--- config.mk ---
export PLATFORM = sky130hd
export DESIGN_NAME = axi_arbiter_2x1
export DESIGN_NICKNAME = d
export VERILOG_FILES = /design/src/rtl/axi_pkg.sv /design/src/rtl/axi_rr_pick2.sv /design/src/rtl/axi_arbiter_2x1.sv
export SDC_FILE = /design/constraint.sdc
export NUM_CORES = 1
export LEC_CHECK = 0
export ABC_AREA = 1
export BUFFER_PORTS_ARGS = -buffer_cell sky130_fd_sc_hd__buf_2
export CAP_MARGIN = 25
export CELL_PAD_IN_SITES_DETAIL_PLACEMENT = 0
export CELL_PAD_IN_SITES_GLOBAL_PLACEMENT = 2
export CORE_AREA = 4 4 200 202
export DETAILED_ROUTE_END_ITERATION = 7
export DIE_AREA = 0 0 204 206
export PLACE_DENSITY = 0.75
export SLEW_MARGIN = 5
export SYNTH_ARGS = -nofsm -noshare
export SYNTH_HDL_FRONTEND = slang
export SYNTH_SLANG_ARGS = --single-unit
--- constraint.sdc ---
create_clock -name clk -period 4.9 [get_ports clk]
set_input_delay 0.98 -clock clk [delete_from_list [all_inputs] [get_ports clk]]
set_output_delay 0.98 -clock clk [all_outputs]
set_load 0.03 [all_outputs]
--- src/rtl/axi_pkg.sv ---
// AXI request/response bundles shared by the arbiter, its masters and the
// downstream port. Each channel is a packed struct so a whole port can be
// zeroed or muxed in one assignment.
package axi_pkg;

    localparam int AXI_ADDR_W = 32;
    localparam int AXI_DATA_W = 32;
    localparam int AXI_STRB_W = AXI_DATA_W / 8;
    localparam int AXI_LEN_W  = 8;

    typedef struct packed {
        logic [AXI_ADDR_W-1:0] awaddr;
        logic [AXI_LEN_W-1:0]  awlen;
        logic [2:0]            awsize;
        logic [1:0]            awburst;
        logic                  awvalid;
    } axi_aw_req_t;

    typedef struct packed {
        logic [AXI_DATA_W-1:0] wdata;
        logic [AXI_STRB_W-1:0] wstrb;
        logic                  wlast;
        logic                  wvalid;
    } axi_w_req_t;

    typedef struct packed {
        logic [AXI_ADDR_W-1:0] araddr;
        logic [AXI_LEN_W-1:0]  arlen;
        logic [2:0]            arsize;
        logic [1:0]            arburst;
        logic                  arvalid;
    } axi_ar_req_t;

    typedef struct packed {
        logic bready;
    } axi_b_req_t;

    typedef struct packed {
        logic rready;
    } axi_r_req_t;

    typedef struct packed {
        axi_aw_req_t aw;
        axi_w_req_t  w;
        axi_ar_req_t ar;
        axi_b_req_t  b;
        axi_r_req_t  r;
    } axi_request_t;

    typedef struct packed {
        logic awready;
    } axi_aw_rsp_t;

    typedef struct packed {
        logic wready;
    } axi_w_rsp_t;

    typedef struct packed {
        logic arready;
    } axi_ar_rsp_t;

    typedef struct packed {
        logic [1:0] bresp;
        logic       bvalid;
    } axi_b_rsp_t;

    typedef struct packed {
        logic [AXI_DATA_W-1:0] rdata;
        logic [1:0]            rresp;
        logic                  rvalid;
    } axi_r_rsp_t;

    typedef struct packed {
        axi_aw_rsp_t aw;
        axi_w_rsp_t  w;
        axi_ar_rsp_t ar;
        axi_b_rsp_t  b;
        axi_r_rsp_t  r;
    } axi_response_t;

    localparam axi_request_t  AXI_REQ_IDLE = '0;
    localparam axi_response_t AXI_RSP_IDLE = '0;

endpackage

--- src/rtl/axi_rr_pick2.sv ---
// Two-way requester picker. A lone requester always wins; on contention the
// master that did not win last time wins, unless fixed priority pins it to m0.
// 'last' is the index of the previous winner (0 = m0, 1 = m1).
module axi_rr_pick2 (
    input  logic [1:0] pending,
    input  logic       last,
    input  logic       fixed,
    output logic [1:0] pick
);

    // One-hot pick from the pending vector
    always_comb begin
        pick = 2'b00;
        case (pending)
            2'b01:   pick = 2'b01;
            2'b10:   pick = 2'b10;
            2'b11:   pick = (fixed || last) ? 2'b01 : 2'b10;
            default: pick = 2'b00;
        endcase
    end

endmodule

--- src/rtl/axi_arbiter_2x1.sv ---
// Two-master AXI arbiter: one whole transaction (address, all beats, write
// response) is owned by one master at a time. Routing is purely combinational
// from the registered state, so handshakes pass through with no added cycles.
//
//   state   | meaning
//   --------+------------------------------------------------------------
//   IDLE    | no owner; sample pending masters and pick one
//   RD_ADDR | forward granted AR until arready handshake
//   RD_DATA | forward R beats; beat count decides the last one
//   WR_ADDR | forward granted AW; W held back until AW completes
//   WR_DATA | forward W beats; wlast regenerated from the count
//   WR_RESP | forward B until bvalid & bready
module axi_arbiter_2x1 import axi_pkg::*; #(
    parameter bit WRITE_FIRST    = 1'b1,
    parameter bit FIXED_PRIORITY = 1'b0
) (
    input  logic          clk,
    input  logic          rst,
    input  axi_request_t  m0_req_i,
    output axi_response_t m0_rsp_o,
    input  axi_request_t  m1_req_i,
    output axi_response_t m1_rsp_o,
    output axi_request_t  s_req_o,
    input  axi_response_t s_rsp_i,
    output logic [1:0]    grant_o,
    output logic          busy_o,
    output logic          wlast_err_o
);

    typedef enum logic [2:0] {
        IDLE,
        RD_ADDR,
        RD_DATA,
        WR_ADDR,
        WR_DATA,
        WR_RESP
    } arb_state_t;

    arb_state_t           state_q;
    logic [1:0]           gnt_q;
    logic                 last_q;
    logic [AXI_LEN_W-1:0] beats_q;
    logic                 wlast_err_q;

    logic [1:0]    pending;
    logic [1:0]    pick;
    axi_request_t  pick_req;
    axi_request_t  sel_req;
    axi_response_t rsp_sel;
    logic          beat_last;
    logic          ar_hs;
    logic          r_hs;
    logic          aw_hs;
    logic          w_hs;
    logic          b_hs;

    assign pending[0] = m0_req_i.aw.awvalid | m0_req_i.ar.arvalid;
    assign pending[1] = m1_req_i.aw.awvalid | m1_req_i.ar.arvalid;

    axi_rr_pick2 u_pick (
        .pending (pending),
        .last    (last_q),
        .fixed   (FIXED_PRIORITY),
        .pick    (pick)
    );

    assign pick_req  = pick[1]  ? m1_req_i : m0_req_i;
    assign sel_req   = gnt_q[1] ? m1_req_i : m0_req_i;
    assign beat_last = (beats_q == '0);

    assign ar_hs = sel_req.ar.arvalid & s_rsp_i.ar.arready;
    assign r_hs  = s_rsp_i.r.rvalid   & sel_req.r.rready;
    assign aw_hs = sel_req.aw.awvalid & s_rsp_i.aw.awready;
    assign w_hs  = sel_req.w.wvalid   & s_rsp_i.w.wready;
    assign b_hs  = s_rsp_i.b.bvalid   & sel_req.b.bready;

    // Transaction sequencer: grant, burst down-counter, wlast mismatch pulse
    always_ff @(posedge clk or posedge rst) begin
        if (rst) begin
            state_q     <= IDLE;
            gnt_q       <= 2'b00;
            last_q      <= 1'b1;
            beats_q     <= '0;
            wlast_err_q <= 1'b0;
        end else begin
            wlast_err_q <= 1'b0;
            case (state_q)
                IDLE: begin
                    if (pick != 2'b00) begin
                        gnt_q  <= pick;
                        last_q <= pick[1];
                        if (pick_req.aw.awvalid && (WRITE_FIRST || !pick_req.ar.arvalid))
                            state_q <= WR_ADDR;
                        else
                            state_q <= RD_ADDR;
                    end
                end
                RD_ADDR: begin
                    if (ar_hs) begin
                        beats_q <= sel_req.ar.arlen;
                        state_q <= RD_DATA;
                    end
                end
                RD_DATA: begin
                    if (r_hs) begin
                        if (beat_last) begin
                            state_q <= IDLE;
                            gnt_q   <= 2'b00;
                        end else begin
                            beats_q <= beats_q - 1'b1;
                        end
                    end
                end
                WR_ADDR: begin
                    if (aw_hs) begin
                        beats_q <= sel_req.aw.awlen;
                        state_q <= WR_DATA;
                    end
                end
                WR_DATA: begin
                    if (w_hs) begin
                        if (sel_req.w.wlast != beat_last)
                            wlast_err_q <= 1'b1;
                        if (beat_last)
                            state_q <= WR_RESP;
                        else
                            beats_q <= beats_q - 1'b1;
                    end
                end
                WR_RESP: begin
                    if (b_hs) begin
                        state_q <= IDLE;
                        gnt_q   <= 2'b00;
                    end
                end
                default: begin
                    state_q <= IDLE;
                    gnt_q   <= 2'b00;
                end
            endcase
        end
    end

    // Open only the channel that belongs to the current state; all else is zero
    always_comb begin
        s_req_o = AXI_REQ_IDLE;
        rsp_sel = AXI_RSP_IDLE;
        case (state_q)
            RD_ADDR: begin
                s_req_o.ar = sel_req.ar;
                rsp_sel.ar = s_rsp_i.ar;
            end
            RD_DATA: begin
                s_req_o.r = sel_req.r;
                rsp_sel.r = s_rsp_i.r;
            end
            WR_ADDR: begin
                s_req_o.aw = sel_req.aw;
                rsp_sel.aw = s_rsp_i.aw;
            end
            WR_DATA: begin
                s_req_o.w       = sel_req.w;
                s_req_o.w.wlast = beat_last;
                rsp_sel.w       = s_rsp_i.w;
            end
            WR_RESP: begin
                s_req_o.b = sel_req.b;
                rsp_sel.b = s_rsp_i.b;
            end
            default: begin
            end
        endcase
    end

    assign m0_rsp_o    = gnt_q[0] ? rsp_sel : AXI_RSP_IDLE;
    assign m1_rsp_o    = gnt_q[1] ? rsp_sel : AXI_RSP_IDLE;
    assign grant_o     = gnt_q;
    assign busy_o      = (state_q != IDLE);
    assign wlast_err_o = wlast_err_q;

endmodule

======== Yosys cells after proc, flatten, opt, wreduce, memory -nomap -nowiden ========
Index checks and enable logic that the tools add are counted.
storage, ports and cells
  input port bits ......................... 307
  bits in registers ....................... 15
  logic and storage cells ................. 81
operators by class
  eq/ne operators ......................... 17
  bitwise gates (word level) .............. 8
  add/subtract/negate cells ............... 1
  reductions and logical operators ........ 10
  mux-type cells .......................... 40
operators by type and width
  kind                                              number
  2-to-1 mux 132 bit                                1
  2-to-1 mux 46 bit                                 2
  2-to-1 mux 87 bit                                 1
  2-to-1 mux 41 bit                                 2
  2-to-1 mux 8 bit                                  5
  2-to-1 mux 38 bit                                 1
  2-to-1 mux 35 bit                                 1
  case mux 8 bit (4 select lines)                   1
  2-to-1 mux 3 bit                                  9
  case mux 3 bit (6 select lines)                   1
  != test 2 bit, second input constant              8
  2-to-1 mux 2 bit                                  6
  AND reduction 5 bit                               2
  logical NOT 8 bit                                 1
  2-to-1 mux 1 bit                                  8
  case mux 2 bit (4 select lines)                   1
  AND reduction 8 bit                               1
  subtractor 8 x 1 -> 8 bit, second input constant  1
  == test 3 x 2 -> 1 bit, second input constant     2
  == test 3 bit, second input constant              2
  case mux 2 bit (3 select lines)                   1
  bitwise AND 1 bit                                 5
  == test 2 bit, second input constant              2
  nonzero test 4 bit                                1
  10 further kinds                                  11

======== Logic depth before layout (Yosys ltp) ========
  depth after elaboration ................. 7
  gate-level depth with buffers ........... 12
  gate-level depth less buffers ........... 10

======== Cells and area by module ========
From an unflattened synthesis, not the netlist that was laid out.
second synthesis, totals
  cells, all modules ...................... 882
  area total of the unflattened synthesis .. 4,017.6 µm²
by module, submodules not included
  module           times used  cells an instance  sequential area each (µm²)  area an instance (µm²)
  axi_arbiter_2x1  1           869                376.6                       3,967.6
  axi_rr_pick2     1           13                 0.0                         50.0

======== Least setup slack after synthesis ========
OpenSTA, ideal clock, no wires.
  path type ............................... register to output
  start ................................... register gnt_q[1] (netlist: grant_o[1])
  end ..................................... output m1_rsp_o[0] in the netlist's numbering
  stages on the path, launching flop included .. 8
  path buffers ............................ 5
  arrival time ............................ 1,997 ps
  path slack .............................. 1,923 ps
  required time ........................... 3,920 ps
  cell sequence ........................... dfrtp_1 > buf_4 > inv_2 > buf_6 > buf_6 > buf_2 > buf_2 > nor3_1
RTL lines
  element                 line                   text
  start, declared         axi_arbiter_2x1.sv:40  logic [1:0] gnt_q;
  start signal, assigned  axi_arbiter_2x1.sv:90  gnt_q <= pick;
  end, declared           axi_arbiter_2x1.sv:22  output axi_response_t m1_rsp_o,

==> impl_metrics.toml <==
[run_status]
status = "complete, no violations"

[clocking]
cts_max_level = 1
clock_latency_ns = 0.24
path_clk_slew_ns = 0.05
root_buffer = "clkbuf_16"
cts_tree = "built"
numCtsBuffers = 3
post_cts_buffers = 0
hold_buffers = 0
ctsResizeCount = 0
clockBufferDepth = 2
clock-sinks = 15

[synth]
synth_cell_types = 32
synth-main-ff-cell = "dfrtp_1"
synthTopCellsByCount = "nand2_1, inv_1, nor3_1"
async_reset_ff_share_pct = 100.0
syn_avg_cell_area_sq_um = 4.739
syn_inst = 872
synth_seq_cells = 15
yosys_warnings = 0
synth_edf_count = 0
synthesis.area_sq_mm = 0.004133
yosysTopAreaCell = "nand2_1"
yosysTopAreaCellShare_pct = 37.24
ys_seq_area_share_pct = 9.113
synth_nets = 1181
yosys-top-cells-area = "nand2_1, inv_1, nor3_1, a21oi_1, dfrtp_1"
synth_most_common_cell = "nand2_1"

[timing]
fin_hold_ws_ns = 0.4791
min_period_ns = 3.117
finalSetupTns_ns = 0
setup_slack_ns = 1.783
setup_viol = 0
slew_headroom_pct = 43.55
worstMarginPinSlew_ns = 0.8468
fmax_ghz = 0.3209
hold_viol = 0
rsz0062_at_grt = "no"
skew_ns = 0.002091
final_max_slew_viol_count = 0
fin_crit_sh_pct = 63.60

[floorplanning]
die-area_sq_mm = 0.04202
start_util_pct = 10.79
die-width_um = 204
ios = 525
die_y_um = 206
coreArea_sq_mm = 0.03829
rows = 72

[layout]
area_delta_synth_final_pct = 76.42
final_nets = 1660
utilization_pct = 19.04
drive_gt1_share_pct = 42.07
finish.instance_area_sq_mm = 0.007291
nFillCells = 4556

[placed_design]
place.gp.congestion = 0.7821
portBuffers = 524
dp_hpwl_um = 22830
placed_area_sq_mm = 0.007182
dp_slack_ns = 2.005

[pwr]
p_int_uw = 1126
power_density_mw_per_mm2 = 471.5
p_sw_uw = 2312
p_leak_uw = 0.004933
p_sw_share_pct = 67.25
seqPwrFrac_pct = 7.4
vdd_drop_max_mv = 0.3775
power_frac_clock_pct = 4.8
comb_power_share_pct = 87.9

[detailed_routing]
drt-pass1-iter-count = 5
routed_wl_um = 27920
wire_per_inst_um = 14.94
via_per_inst = 3.757
ant_nets = 0
vias = 7022
drcViolationCount = 0
drt_iter0_drc = 565

[run]
max_cap_violations = 0

[global_route]
grt_pass1_wl_um = 38830
track_usage_pct = 11.52
grt_max_degree = 75
grt_pass1_vias = 6513
overflow = 0
antenna_found_initial = 4

[critical_path]
crit_fanout = 74
start_kind = "flip-flop"
cp-end-kind = "output pin"
critPathRequiredTime_ns = 3.92
reg2reg_depth = 8
critPathArrivalTime_ns = 2.14
path_class = "reg -> out"

[hold_path]
worstHoldPathCells = 2
hp-class = "reg -> reg"
final timing paths:
path                            start      endpoint  slack [ns]
max                        state_q[2]  m1_rsp_o[32]        1.78
min                        beats_q[0]    beats_q[0]        0.48
max reg2reg                state_q[2]    beats_q[6]        2.63
min reg2reg                beats_q[0]    beats_q[0]        0.48
max in group asynchronous         rst    grant_o[1]        3.59
min in group asynchronous         rst    beats_q[1]        0.82
through the flow:
| stage | cells | power, uW |
|---|---|---|
| after floorplan | 872 | 2424 |
| after global placement | 1863 | 3308 |
| after detailed placement | 1863 | 3303 |
| after CTS | 1867 | 3480 |
| after global routing | 1868 | 3781 |
| final | 1869 | 3438 |
registers in the layout, summed over array words and instances, names as in the netlist:
register	count
last_q	1
grant_o	2
beats_q	8
wlast_err_o	1
state_q	3
placed cells by master (no fill, tap or decap), types with 3 or more instances in the layout:
| cell | netlist | final |
|---|---|---|
| a21oi_1 | 75 | 75 |
| buf_2 | 23 | 524 |
| buf_4 | 8 | 7 |
| clkbuf_16 | 0 | 3 |
| dfrtp_1 | 14 | 13 |
| inv_1 | 120 | 120 |
| inv_2 | 6 | 5 |
| nand2_1 | 410 | 410 |
| nand2_2 | 3 | 3 |
| nand2_4 | 7 | 7 |
| nand3_1 | 26 | 26 |
| nor2_1 | 30 | 30 |
| nor3_1 | 84 | 84 |
| o21a_1 | 7 | 7 |
| o21ai_0 | 5 | 5 |
| o21bai_1 | 3 | 3 |
| or2_2 | 6 | 6 |
metal layers:
metal / track usage (%) / part of all wire [%] / routed length (um)
met1: 14.20 / 40 / 11140
met3: 2.291 / 7.5 / 2084
met4: 1.196 / 1.2 / 327
met2: 21.44 / 51 / 14320
met5: 0 / 0.17 / 47
critical path: stages (launching register included):
cell     delay (ns)
dfrtp_1        0.43
inv_2          0.15
nand3_4        0.58
nor3_1         0.40
buf_2          0.26
power by group through the flow:
stage | clock network, uW | registers [uW] | logic [uW]
5_1_grt | 175 | 264 | 3340
6_report | 164 | 254 | 3020
4_1_cts | 168 | 254 | 3060
3_3_place_gp | 0 | 253 | 3050
3_5_place_dp | 0 | 255 | 3050
2_1_floorplan | 0 | 250 | 2170
cells by family after synthesis:
family	share of synthesized area [%]
adders and majority gates	0.6054
xor gates and xnor gates	0.2120
DFF	9.113
and+or+nand+nor	59.25
buffers and inverters	18.92
AOI/OAI and AO/OA	11.90
layout make-up:
type,count,area [sq um],area share [%]
inverters,127,484.2,6.641
flip-flops and latches,15,380.4,5.217
diodes,1,2.502,0.03432
multi-input cells,671,2974,40.79
well taps,518,648.1,8.890
clock buffers,4,78.83,1.081
repair buffers,533,2723,37.34
No activity file was read; power rests on OpenSTA's default activity.
